--- config.mk ---
export PLATFORM = sky130hd
export DESIGN_NAME = time_entry_bcd2bin
export DESIGN_NICKNAME = d
export VERILOG_FILES = /design/src/rtl/time_entry_bcd2bin.sv
export SDC_FILE = /design/constraint.sdc
export NUM_CORES = 1
export LEC_CHECK = 0
export BUFFER_PORTS_ARGS = -buffer_cell sky130_fd_sc_hd__buf_2
export CAP_MARGIN = 20
export CORE_MARGIN = 2
export CORE_UTILIZATION = 55
export DETAILED_ROUTE_END_ITERATION = 8
export PLACE_DENSITY = 0.78
export SYNTH_ARGS = -nofsm -noshare
export SYNTH_HDL_FRONTEND = slang
export SYNTH_SLANG_ARGS = --single-unit
--- constraint.sdc ---
create_clock -name clk -period 3.21 [get_ports clk]
set_input_delay 0 -clock clk [delete_from_list [all_inputs] [get_ports clk]]
set_output_delay 0 -clock clk [all_outputs]
set_load 0.02 [all_outputs]
--- src/rtl/time_entry_bcd2bin.sv ---
// Sequential BCD-to-binary converter for the alarm set path.
// Accepts four BCD digits (H-tens, H-ones, M-tens, M-ones) over a valid/ready
// handshake, range-checks the assembled time and publishes binary hours and
// minutes. This is the inverse of the display path's binary-to-BCD split.
module time_entry_bcd2bin #(
   parameter int MAX_HOURS   = 24,  // exclusive bound on hours, 2..32
   parameter int MAX_MINUTES = 60   // exclusive bound on minutes, 2..64
) (
   input  logic       clk,
   input  logic       rst,
   input  logic [3:0] digit_in,
   input  logic       digit_valid,
   output logic       digit_ready,
   input  logic       clear,
   output logic [4:0] hours,
   output logic [5:0] minutes,
   output logic       time_valid,
   output logic       entry_error,
   output logic       busy,
   output logic [2:0] digit_count
);

   typedef enum logic [2:0] {
      WAIT_H10,
      WAIT_H1,
      WAIT_M10,
      WAIT_M1,
      CHECK
   } state_t;

   // Limits sized to the accumulator width so the range compare is width-clean.
   localparam logic [6:0] HOUR_LIMIT = 7'(MAX_HOURS);
   localparam logic [6:0] MIN_LIMIT  = 7'(MAX_MINUTES);

   state_t     state;
   logic [6:0] acc_h;
   logic [6:0] acc_m;
   logic [6:0] digit_ext;
   logic       digit_bad;

   // Multiply by ten with shifts and one add; 9*10 = 90 fits in 7 bits.
   function automatic logic [6:0] times10(input logic [6:0] x);
      return (x << 3) + (x << 1);
   endfunction

   assign digit_ext = {3'b000, digit_in};
   assign digit_bad = (digit_in > 4'd9);

   // Ready in every digit-collecting state; CHECK spends its cycle deciding.
   assign digit_ready = (state != CHECK);
   assign busy        = (state != WAIT_H10);

   // Entry FSM: accumulates digits, range-checks, commits or rejects.
   // NOTE: all state here is updated with <= so every register samples the
   // values from before the edge, independent of statement order.
   always_ff @(posedge clk or posedge rst) begin
      if (rst) begin
         state       <= WAIT_H10;
         acc_h       <= '0;
         acc_m       <= '0;
         hours       <= '0;
         minutes     <= '0;
         time_valid  <= 1'b0;
         entry_error <= 1'b0;
         digit_count <= '0;
      end else begin
         // Pulses default low so they never last more than one cycle.
         time_valid  <= 1'b0;
         entry_error <= 1'b0;

         if (clear) begin
            // Abort wins over any digit and over a pending commit.
            state       <= WAIT_H10;
            acc_h       <= '0;
            acc_m       <= '0;
            digit_count <= '0;
         end else if (state == CHECK) begin
            if (acc_h < HOUR_LIMIT && acc_m < MIN_LIMIT) begin
               hours      <= acc_h[4:0];
               minutes    <= acc_m[5:0];
               time_valid <= 1'b1;
            end else begin
               entry_error <= 1'b1;
            end
            state       <= WAIT_H10;
            acc_h       <= '0;
            acc_m       <= '0;
            digit_count <= '0;
         end else if (digit_valid) begin
            if (digit_bad) begin
               // Non-BCD digit: drop the whole entry, keep the last good time.
               entry_error <= 1'b1;
               state       <= WAIT_H10;
               acc_h       <= '0;
               acc_m       <= '0;
               digit_count <= '0;
            end else begin
               digit_count <= digit_count + 3'd1;
               case (state)
                  WAIT_H10: begin
                     acc_h <= digit_ext;
                     state <= WAIT_H1;
                  end
                  WAIT_H1: begin
                     acc_h <= times10(acc_h) + digit_ext;
                     state <= WAIT_M10;
                  end
                  WAIT_M10: begin
                     acc_m <= digit_ext;
                     state <= WAIT_M1;
                  end
                  WAIT_M1: begin
                     acc_m <= times10(acc_m) + digit_ext;
                     state <= CHECK;
                  end
                  default: state <= WAIT_H10;
               endcase
            end
         end
      end
   end

endmodule

==> flow_summary.ini, run 1 <==
[place]
port_buffers = 25
gp_congestion = 0.8745
hpwl_um = 3139
dp_cells = 237

[worst_hold_path]
hold_path.class = primary input to flip-flop

[detailed_routing]
drc = 0
wire_per_inst_um = 16.92
drtIter0Drc = 79
postRouteAntennaNets = 0
totalWireLength_um = 4196
dr_total_vias = 1431
firstDrtPassIters = 4
viasPerCell = 5.770

[timing]
drv_slew = 0
period_share = 0.7074
skew_ns = 0.01255
grt_setup_unrepaired = no
hold-worst-slack_ns = 0.01961
min_period_ns = 2.271
max_freq_mhz = 440.4
relSlewSlack = 0.5632
fin_tns_setup_ns = 0
hold_viol = 0
setup_viol = 0
tightestPinTransition_ns = 0.6484

[logic_synthesis]
ys_types = 40
yosys.area.top_type_share = 0.4242
ys.flop_type = dfrtp_1
synth-edff-count = 0
async_reset_ff_frac = 1.000
syn_area_mm2 = 0.001947
netlist.top_cell.by_area = dfrtp_1
ys_ff_latch = 33
synthesis.nets = 198
netlist_instances = 169
netlist_top_cells_area = dfrtp_1 (42%), ha_1 (11%), mux2_4 (6.9%)
synth_seq_area_share = 0.4242
ys_warn_count = 0
syn_avg_cell_area_um2 = 11.52

[die]
io_pins = 26
rows = 21
dieArea_mm2 = 0.004032
die-width_um = 63.50
dieHeight_um = 63.50
start_util = 0.5789
core_mm2 = 0.003363

[worst_setup_path]
arrival_ns = 2.51
cp_max_fo = 4
path_buf_inv = 2
end_kind = flip-flop
worstRegToRegCells = 8
max_stage_delay_ns = 0.49
r2r-start = acc_h[0]
crit_end = acc_h[6]
path_class = flip-flop to flip-flop
r2r_slack_ns = 0.94
worstSetupStartpoint = acc_h[0]
worst_path_max_delay_cell = fa_1
required_ns = 3.45
worstSetupStartpointType = flip-flop
critical_path_depth = 8
path_cells = inv_1, fa_1, inv_1, fa_1, a21o_1, a21oi_1, xor2_1, a22o_1
path_delay_family = adder cells
critical_path.reg2reg.endpoint = acc_h[6]

[finish]
antenna_cells = 0
final_util = 0.6626
final_nets = 230
fin_cells = 248
drive_gt1_frac = 0.2376
area_growth_pct = 14.46

[cts]
cts_buffers = 5
cts.clk_slew.worst_paths_ns = 0.10
cts_buffer_depth = 2
cts_sinks = 33
ctsHtreeMaxLevel = 2
cts_root_buf = clkbuf_4
post-cts-setup-buffers = 0
tritoncts = yes
worstSkewPairLatency_ns = 0.34

[power]
p_leak_uw = 0.001226
vdd_drop_max_v = 0.0002214
power.density_mw_per_mm2 = 386.5

[grt]
grt_antenna_before_repair = 0
grt_pass1_wl_um = 7113
overflow = 0
grt_max_degree = 23
grt_pass1_vias = 1497
grtUsageTotal = 0.2342

[status]
outcome = finished, final reports clean

[run]
cap_violations = 0
## report_power, final
part           switching [µW]  internal [µW]  total [µW]
clock                     141            186         327
sequential               9.07            423         432
combinational            62.7           39.3         102
total                     213            648         861
## sequential cells by signal (all words and copies together), names as in the netlist
register     count
time_valid       1
entry_error      1
digit_count      3
state            3
acc_h            7
hours            5
acc_m            7
minutes          6
## synthesized netlist by cell type (2+ instances only)
library cell / number
fa_1: 4
nor2b_1: 2
mux2_2: 3
nand4_1: 2
or3_1: 4
o21ai_0: 5
a21o_1: 3
xor2_1: 3
nand2_1: 7
nor2_1: 4
xnor2_1: 6
nand2b_1: 4
a22o_1: 5
nor3_1: 2
mux2i_1: 4
o21a_1: 2
inv_1: 14
o2bb2ai_1: 6
clkbuf_1: 2
mux2_4: 9
ha_1: 17
a21oi_1: 10
dfrtp_1: 33
nand3_1: 2
## through the flow
stage	setup slack, ns	cell area (µm²)	power (µW)
floorplan	1.077	1947	505.2
global placement	1.022	2113	529.8
detailed placement	0.9446	2113	536.6
CTS	0.9206	2228	868.6
global route	0.7710	2228	904.8
finish	0.9391	2228	861.2
## what timing repair did
item                      in CTS  in global routing
hold endpoints to repair      15                  0
hold buffers                   3                  0
gates resized for setup        0                  0
## logic make-up after synthesis
| family | count (synthesis) | synth area share |
|---|---|---|
| AOI/OAI and AO/OA | 36 | 0.1305 |
| adders and majority gates | 21 | 0.1504 |
| and+or+nand+nor | 36 | 0.1080 |
| xor gates and xnor gates | 9 | 0.04049 |
| DFF | 33 | 0.4242 |
| muxes | 16 | 0.1073 |
| buffers and inverters | 18 | 0.03920 |
## cell usage in the layout (no fill, tap or decap), types with 4 or more instances in the layout
cell / instances
mux2_4: 9
buf_2: 25
a21oi_1: 10
o21ai_0: 5
or3_1: 4
mux2i_1: 4
nand2_1: 7
clkbuf_4: 5
inv_1: 14
ha_1: 17
xnor2_1: 6
nand2b_1: 4
a22o_1: 5
o2bb2ai_1: 6
fa_1: 4
dfrtp_1: 33
nor2_1: 4
## worst register-to-register path, stage by stage (launching register included)
cell and delay (ns):
dfrtp_1 0.41, inv_1 0.07, fa_1 0.50, inv_1 0.08, fa_1 0.47, a21o_1 0.19
a21oi_1 0.16, xor2_1 0.09, a22o_1 0.20
## routing by layer
layer	up-vias	part of all wire	GRT usage
li1	671	-	-
met1	711	0.43	0.2859
met2	41	0.51	0.3947
met3	8	0.045	0.06429
met4	0	0.016	0.08696
met5	-	0	0
## how the worst min path moves through the flow
stage | cells after the start | endpoint | from
floorplan | 1 | acc_h[0] | rst
global placement | 2 | minutes[4] | rst
detailed placement | 2 | minutes[4] | rst
CTS | 3 | acc_m[3] | digit_in[3]
global route | 3 | acc_m[3] | digit_in[3]
finish | 3 | acc_m[3] | digit_in[3]
## area by class of cell
cell class	count	area (µm²)
Clock buffer	7	55.05
Multi-Input combinational cell	118	1045
Fill cell	292	1135
Timing Repair Buffer	29	162.7
Tap cell	46	57.56
Clock inverter	1	30.03
Sequential cell	33	825.8
Inverter	14	52.55
Power figures use the tool's default switching activity.
==> run 2: changes to the inputs <==
--- a/config.mk
+++ b/config.mk
@@ -8,9 +8,9 @@
 export BUFFER_PORTS_ARGS = -buffer_cell sky130_fd_sc_hd__buf_2
 export CAP_MARGIN = 20
 export CORE_MARGIN = 2
-export CORE_UTILIZATION = 55
+export CORE_UTILIZATION = 51
 export DETAILED_ROUTE_END_ITERATION = 8
-export PLACE_DENSITY = 0.78
+export PLACE_DENSITY = 0.76
 export SYNTH_ARGS = -nofsm -noshare
 export SYNTH_HDL_FRONTEND = slang
 export SYNTH_SLANG_ARGS = --single-unit
==> constraint.sdc (replaced) <==
create_clock -name clk -period 1.9 [get_ports clk]
set_input_delay 0 -clock clk [delete_from_list [all_inputs] [get_ports clk]]
set_output_delay 0 -clock clk [all_outputs]
set_load 0.02 [all_outputs]
==> run 2 against run 1 <==
  * The run now ends with negative setup slack left
  * Die area is 7.3% higher
  * Utilization is 4.2 points higher
  * Sequential power rose by 68%
  * Sequential share of layout area decreased by 5.0 points
  * Global-route usage grew 1.2 points
  * Largest cell class unchanged
  * Largest power group unchanged
==> flow_summary.ini, run 2 (synthesized netlist as in run 1, its figures left out) <==
[cts]
worstSkewPairLatency_ns = 0.29
cts.clk_slew.worst_paths_ns = 0.07
ctsHtreeMaxLevel = 2
tritoncts = yes
cts_buffer_depth = 2
cts_root_buf = clkbuf_8
cts_buffers = 5
cts_sinks = 33

[die]
io_pins = 26
die-width_um = 65.79
dieArea_mm2 = 0.004328
rows = 22
core_mm2 = 0.003661
start_util = 0.5318
dieHeight_um = 65.79

[power]
seqPwrFrac = 0.490
swShare = 0.2713
p_leak_uw = 0.001384
switchingPower_uw = 400.5
vdd_drop_max_v = 0.0004381
share_comb_of_total_power = 0.159
internal-power_uw = 1076
power_frac_clock = 0.350
power.density_mw_per_mm2 = 571.8

[worst_setup_path]
worstSetupStartpointType = flip-flop
required_ns = 2.08
cp_max_fo = 3
path_class = flip-flop to flip-flop
end_kind = flip-flop
arrival_ns = 2.31

[place]
gp_congestion = 0.8882
dp_cells = 265
port_buffers = 25
hpwl_um = 3381
pre_cts_ws_ns = -0.2499

[detailed_routing]
drc = 0
dr_total_vias = 1541
firstDrtPassIters = 4
wire_per_inst_um = 16.51
drtIter0Drc = 55
totalWireLength_um = 4671
viasPerCell = 5.445
postRouteAntennaNets = 0

[grt]
overflow = 0
grt_antenna_before_repair = 0
grt_pass1_wl_um = 7893
grtUsageTotal = 0.2467
grt_max_degree = 34
grt_pass1_vias = 1633

[timing]
drv_slew = 0
tightestPinTransition_ns = 0.5649
period_share = 1.122
relSlewSlack = 0.6205
min_period_ns = 2.132
skew_ns = 0.008511
max_freq_mhz = 469.0
hold_viol = 0
fin_ws_ns = -0.2322
grt_setup_unrepaired = yes
setup_viol = 7

[finish]
n_fill_cell = 276
reg_top3 = acc_h: 7 flops, acc_m: 7 flops, minutes: 6 flops
regArea_um2 = 827.0
fin_cells = 283
final_common_cell = dfrtp_1
final_cell_mix = dfrtp_1 (32), buf_4 (31), buf_2 (25)
drive_gt1_frac = 0.4298
area_growth_pct = 32.58
final_nets = 263
multi_input_area_mm2 = 0.001149
antenna_cells = 0

[status]
violations = negative setup slack
outcome = finished with violations

[worst_hold_path]
hold_path.class = primary input to flip-flop

[run]
cap_violations = 0
run 2: critical path, cell delays in order, from the launching register on:
cell	delay, ns
dfrtp_1	0.37
inv_2	0.05
fa_1	0.56
fa_2	0.22
nor2b_1	0.05
o21a_1	0.17
or3_1	0.34
a32o_1	0.25
run 2: repair_timing:
item / 4_1_cts / 5_1_grt
pin swaps: 19 / 9
resized for setup: 12 / 7
buffers inserted: 3 / 3
setup endpoints to repair: 18 / 19
hold endpoints to repair: 36 / 0
gates cloned: 1 / 0
hold buffers: 3 / 0
run 2: final timing paths:
path                              from         end  slack (ns)  cells past startpoint
min reg2reg                 minutes[5]  minutes[5]        0.50                      1
min                        digit_valid    acc_h[3]        0.07                      3
max reg2reg                   acc_m[0]    acc_m[6]       -0.23                      7
max in group asynchronous          rst    acc_m[1]        1.21                      4
max                           acc_m[0]    acc_m[6]       -0.23                      7
min in group asynchronous          rst    acc_h[5]        0.34                      4
run 2: power groups by stage:
| stage | clock network [µW] | registers, µW | logic (µW) |
|---|---|---|---|
| 4_1_cts | 532 | 723 | 220 |
| 6_report | 517 | 724 | 235 |
| 3_3_place_gp | 0 | 735 | 195 |
| 2_1_floorplan | 0 | 743 | 115 |
| 3_5_place_dp | 0 | 737 | 205 |
| 5_1_grt | 563 | 724 | 262 |
run 2: per-layer routing:
metal,vias to the layer above,share of wire,GRT usage
met5,-,0,0
met4,0,0.017,0.08594
met3,10,0.051,0.06303
met2,44,0.49,0.4116
met1,750,0.44,0.3094
li1,737,-,-
run 2: cell type report:
type,instances,area share
Timing Repair Buffer,61,0.1590
Multi-Input combinational cell,119,0.4450
Tap cell,48,0.02327
Sequential cell,33,0.3204
Clock inverter,2,0.003878
Inverter,14,0.02036
Clock buffer,6,0.02811
run 2: stage by stage:
step	hold WS [ns]	utilization	total power, µW	cell area (µm²)	TNS [ns]
6_report	0.07141	0.7051	1476	2581	-0.8709
5_1_grt	0.08529	0.7051	1550	2581	-1.486
4_1_cts	0.05883	0.6907	1475	2529	-0.5720
3_5_place_dp	0.1223	0.6384	941.5	2337	-0.6722
3_3_place_gp	0.1069	0.6384	929.6	2337	-0.3742
2_1_floorplan	0.1289	-	857.8	1973	-0.2813
==> run 3: changes to the inputs <==
--- a/config.mk
+++ b/config.mk
@@ -5,12 +5,14 @@
 export SDC_FILE = /design/constraint.sdc
 export NUM_CORES = 1
 export LEC_CHECK = 0
+export ABC_AREA = 0
 export BUFFER_PORTS_ARGS = -buffer_cell sky130_fd_sc_hd__buf_2
 export CAP_MARGIN = 20
 export CORE_MARGIN = 2
 export CORE_UTILIZATION = 51
 export DETAILED_ROUTE_END_ITERATION = 8
 export PLACE_DENSITY = 0.76
+export REMOVE_ABC_BUFFERS = 1
 export SYNTH_ARGS = -nofsm -noshare
 export SYNTH_HDL_FRONTEND = slang
 export SYNTH_SLANG_ARGS = --single-unit
==> run 3 against run 2 <==
  * The flow still finishes with violations (negative setup slack)
  * Combinational power decreased by 3%
  * First-iteration DRC count increased by 85%
  * Final cell count decreased by 1.8%
  * Cell area decreased by 1.1%
  * Clock power increased by 14%
  * Sequential power about the same
  * Register-to-register slack about the same
  * Sequential share of layout area increased by 0.31 points
  * Non-clock buffer count decreased by 5
  * Worst hold slack improved by 0.0016 ns
  * Count of clock-buffer cells in the layout increased by 1
  * Utilization decreased by 0.79 points
  * Critical path type unchanged
==> flow_summary.ini, run 3 (synthesized netlist as in run 1, its figures left out) <==
[worst_setup_path]
worstSetupStartpointType = flip-flop
cp_max_fo = 2
r2r-start = acc_m[2]
worst_path_max_delay_cell = fa_1
critical_path.reg2reg.endpoint = acc_m[6]
path_cells = inv_2, fa_1, fa_2, nor2b_1, o21a_1, or3_1, a32o_1
path_class = flip-flop to flip-flop
required_ns = 2.08
worstRegToRegCells = 7
end_kind = flip-flop
r2r_slack_ns = -0.22
worstSetupStartpoint = acc_m[2]
max_stage_delay_ns = 0.56
arrival_ns = 2.29

[cts]
worstSkewPairLatency_ns = 0.29
cts_root_buf = clkbuf_8
ctsHtreeMaxLevel = 2
tritoncts = yes
cts_buffers = 5
cts_buffer_depth = 2
cts.clk_slew.worst_paths_ns = 0.07
cts_sinks = 33

[timing]
grt_setup_unrepaired = yes
skew_ns = 0.004928
relSlewSlack = 0.6813
setup_viol = 6
max_freq_mhz = 472.2
hold_viol = 0
period_share = 1.115
min_period_ns = 2.118
drv_slew = 0
tightestPinTransition_ns = 0.4745
fin_ws_ns = -0.2179
hold-worst-slack_ns = 0.07298

[detailed_routing]
dr_total_vias = 1541
totalWireLength_um = 4672
wire_per_inst_um = 16.81
drc = 0
firstDrtPassIters = 4
viasPerCell = 5.543
postRouteAntennaNets = 0
drtIter0Drc = 102

[power]
power_frac_clock = 0.383
share_comb_of_total_power = 0.148
seqPwrFrac = 0.469
switchingPower_uw = 398.7
internal-power_uw = 1142
swShare = 0.2588
power.density_mw_per_mm2 = 603.6
p_leak_uw = 0.001387
vdd_drop_max_v = 0.0004295
finalPower_uw = 1541

[die]
dieHeight_um = 65.79
core_mm2 = 0.003661
start_util = 0.5318
dieArea_mm2 = 0.004328
die-width_um = 65.79
io_pins = 26
rows = 22

[place]
pre_cts_ws_ns = -0.2590
port_buffers = 25
gp_congestion = 0.8671
dpl_cell_area_mm2 = 0.002288
dp_cells = 262
hpwl_um = 3143

[finish]
n_fill_cell = 265
stdcell_area_mm2 = 0.002552
final_cell_mix = dfrtp_1 (33), buf_2 (25), buf_4 (25)
area_growth_pct = 31.11
antenna_cells = 0
final_nets = 258
fin_cells = 278
multi_input_area_mm2 = 0.001136
regArea_um2 = 825.8
drive_gt1_frac = 0.4174
reg_top3 = acc_h: 7 flops, acc_m: 7 flops, minutes: 6 flops
final_common_cell = dfrtp_1

[grt]
grt_max_degree = 34
grtUsageTotal = 0.2339
grt_pass1_wl_um = 7472
grt_pass1_vias = 1591
grt_antenna_before_repair = 0
overflow = 0

[status]
outcome = finished with violations
violations = negative setup slack

[worst_hold_path]
holdPathStages = 3
min-delay-start = digit_valid
worst_hold_path.endpoint = acc_h[3]
hold_path.class = primary input to flip-flop

[run]
cap_violations = 0
[run 3: changes by cell type in the layout (fill, tap and decap cells not counted), sizes merged]
| cell | change |
|---|---|
| clkbuf | +1 |
| clkinv | -1 |
| buf | -5 |
[run 3: how the worst max path moves through the flow]
| stage | slack, ns | to |
|---|---|---|
| after floorplan | -0.23 | acc_h[6] |
| after global placement | -0.20 | acc_h[6] |
| after detailed placement | -0.26 | acc_m[6] |
| after CTS | -0.21 | acc_m[6] |
| after global routing | -0.28 | acc_m[6] |
| final | -0.22 | acc_m[6] |
[run 3: cell type report]
class | count | area share
Clock inverter | 1 | 0.001961
Inverter | 14 | 0.02059
Tap cell | 48 | 0.02353
Multi-Input combinational cell | 119 | 0.4451
Sequential cell | 33 | 0.3235
Timing Repair Buffer | 56 | 0.1475
Clock buffer | 7 | 0.03775
[run 3: metrics by stage]
| step | util | TNS, ns |
|---|---|---|
| CTS | 0.6753 | -0.6366 |
| global route | 0.6972 | -1.353 |
| finish | 0.6972 | -0.7683 |
| detailed placement | 0.6251 | -1.087 |
| floorplan | - | -0.4908 |
| global placement | 0.6251 | -0.7908 |
[run 3: worst max-delay path: cells and delay by family, from the launching register on]
family	cells	cell delay, ns
AOI/OAI and AO/OA	2	0.41
adders and majority gates	2	0.79
buffers and inverters	1	0.05
DFF	1	0.36
and+or+nand+nor	2	0.39
[run 3: per-layer routing]
metal,GRT usage,vias to the layer above,part of all wire,routed length (µm)
li1,-,726,-,-
met1,0.2832,774,0.46,2165
met2,0.4003,31,0.48,2240
met3,0.05622,10,0.034,160
met4,0.09115,0,0.023,106
met5,0,-,0,0
[run 3: what timing repair did]
action / in CTS / in global routing
setup endpoints to repair: 7 / 20
setup buffers: 2 / 2
gates cloned: 0 / 1
endpoints found under the hold margin: 37 / 0
hold buffers: 3 / 0
pin swaps: 18 / 8
resized for setup: 14 / 12
[run 3: power groups by stage]
stage | registers [µW] | logic (µW) | clock network (µW)
after floorplan | 745 | 103 | 0
after global placement | 734 | 188 | 0
after detailed placement | 735 | 196 | 0
after CTS | 722 | 215 | 597
after global routing | 724 | 250 | 624
final | 723 | 228 | 590
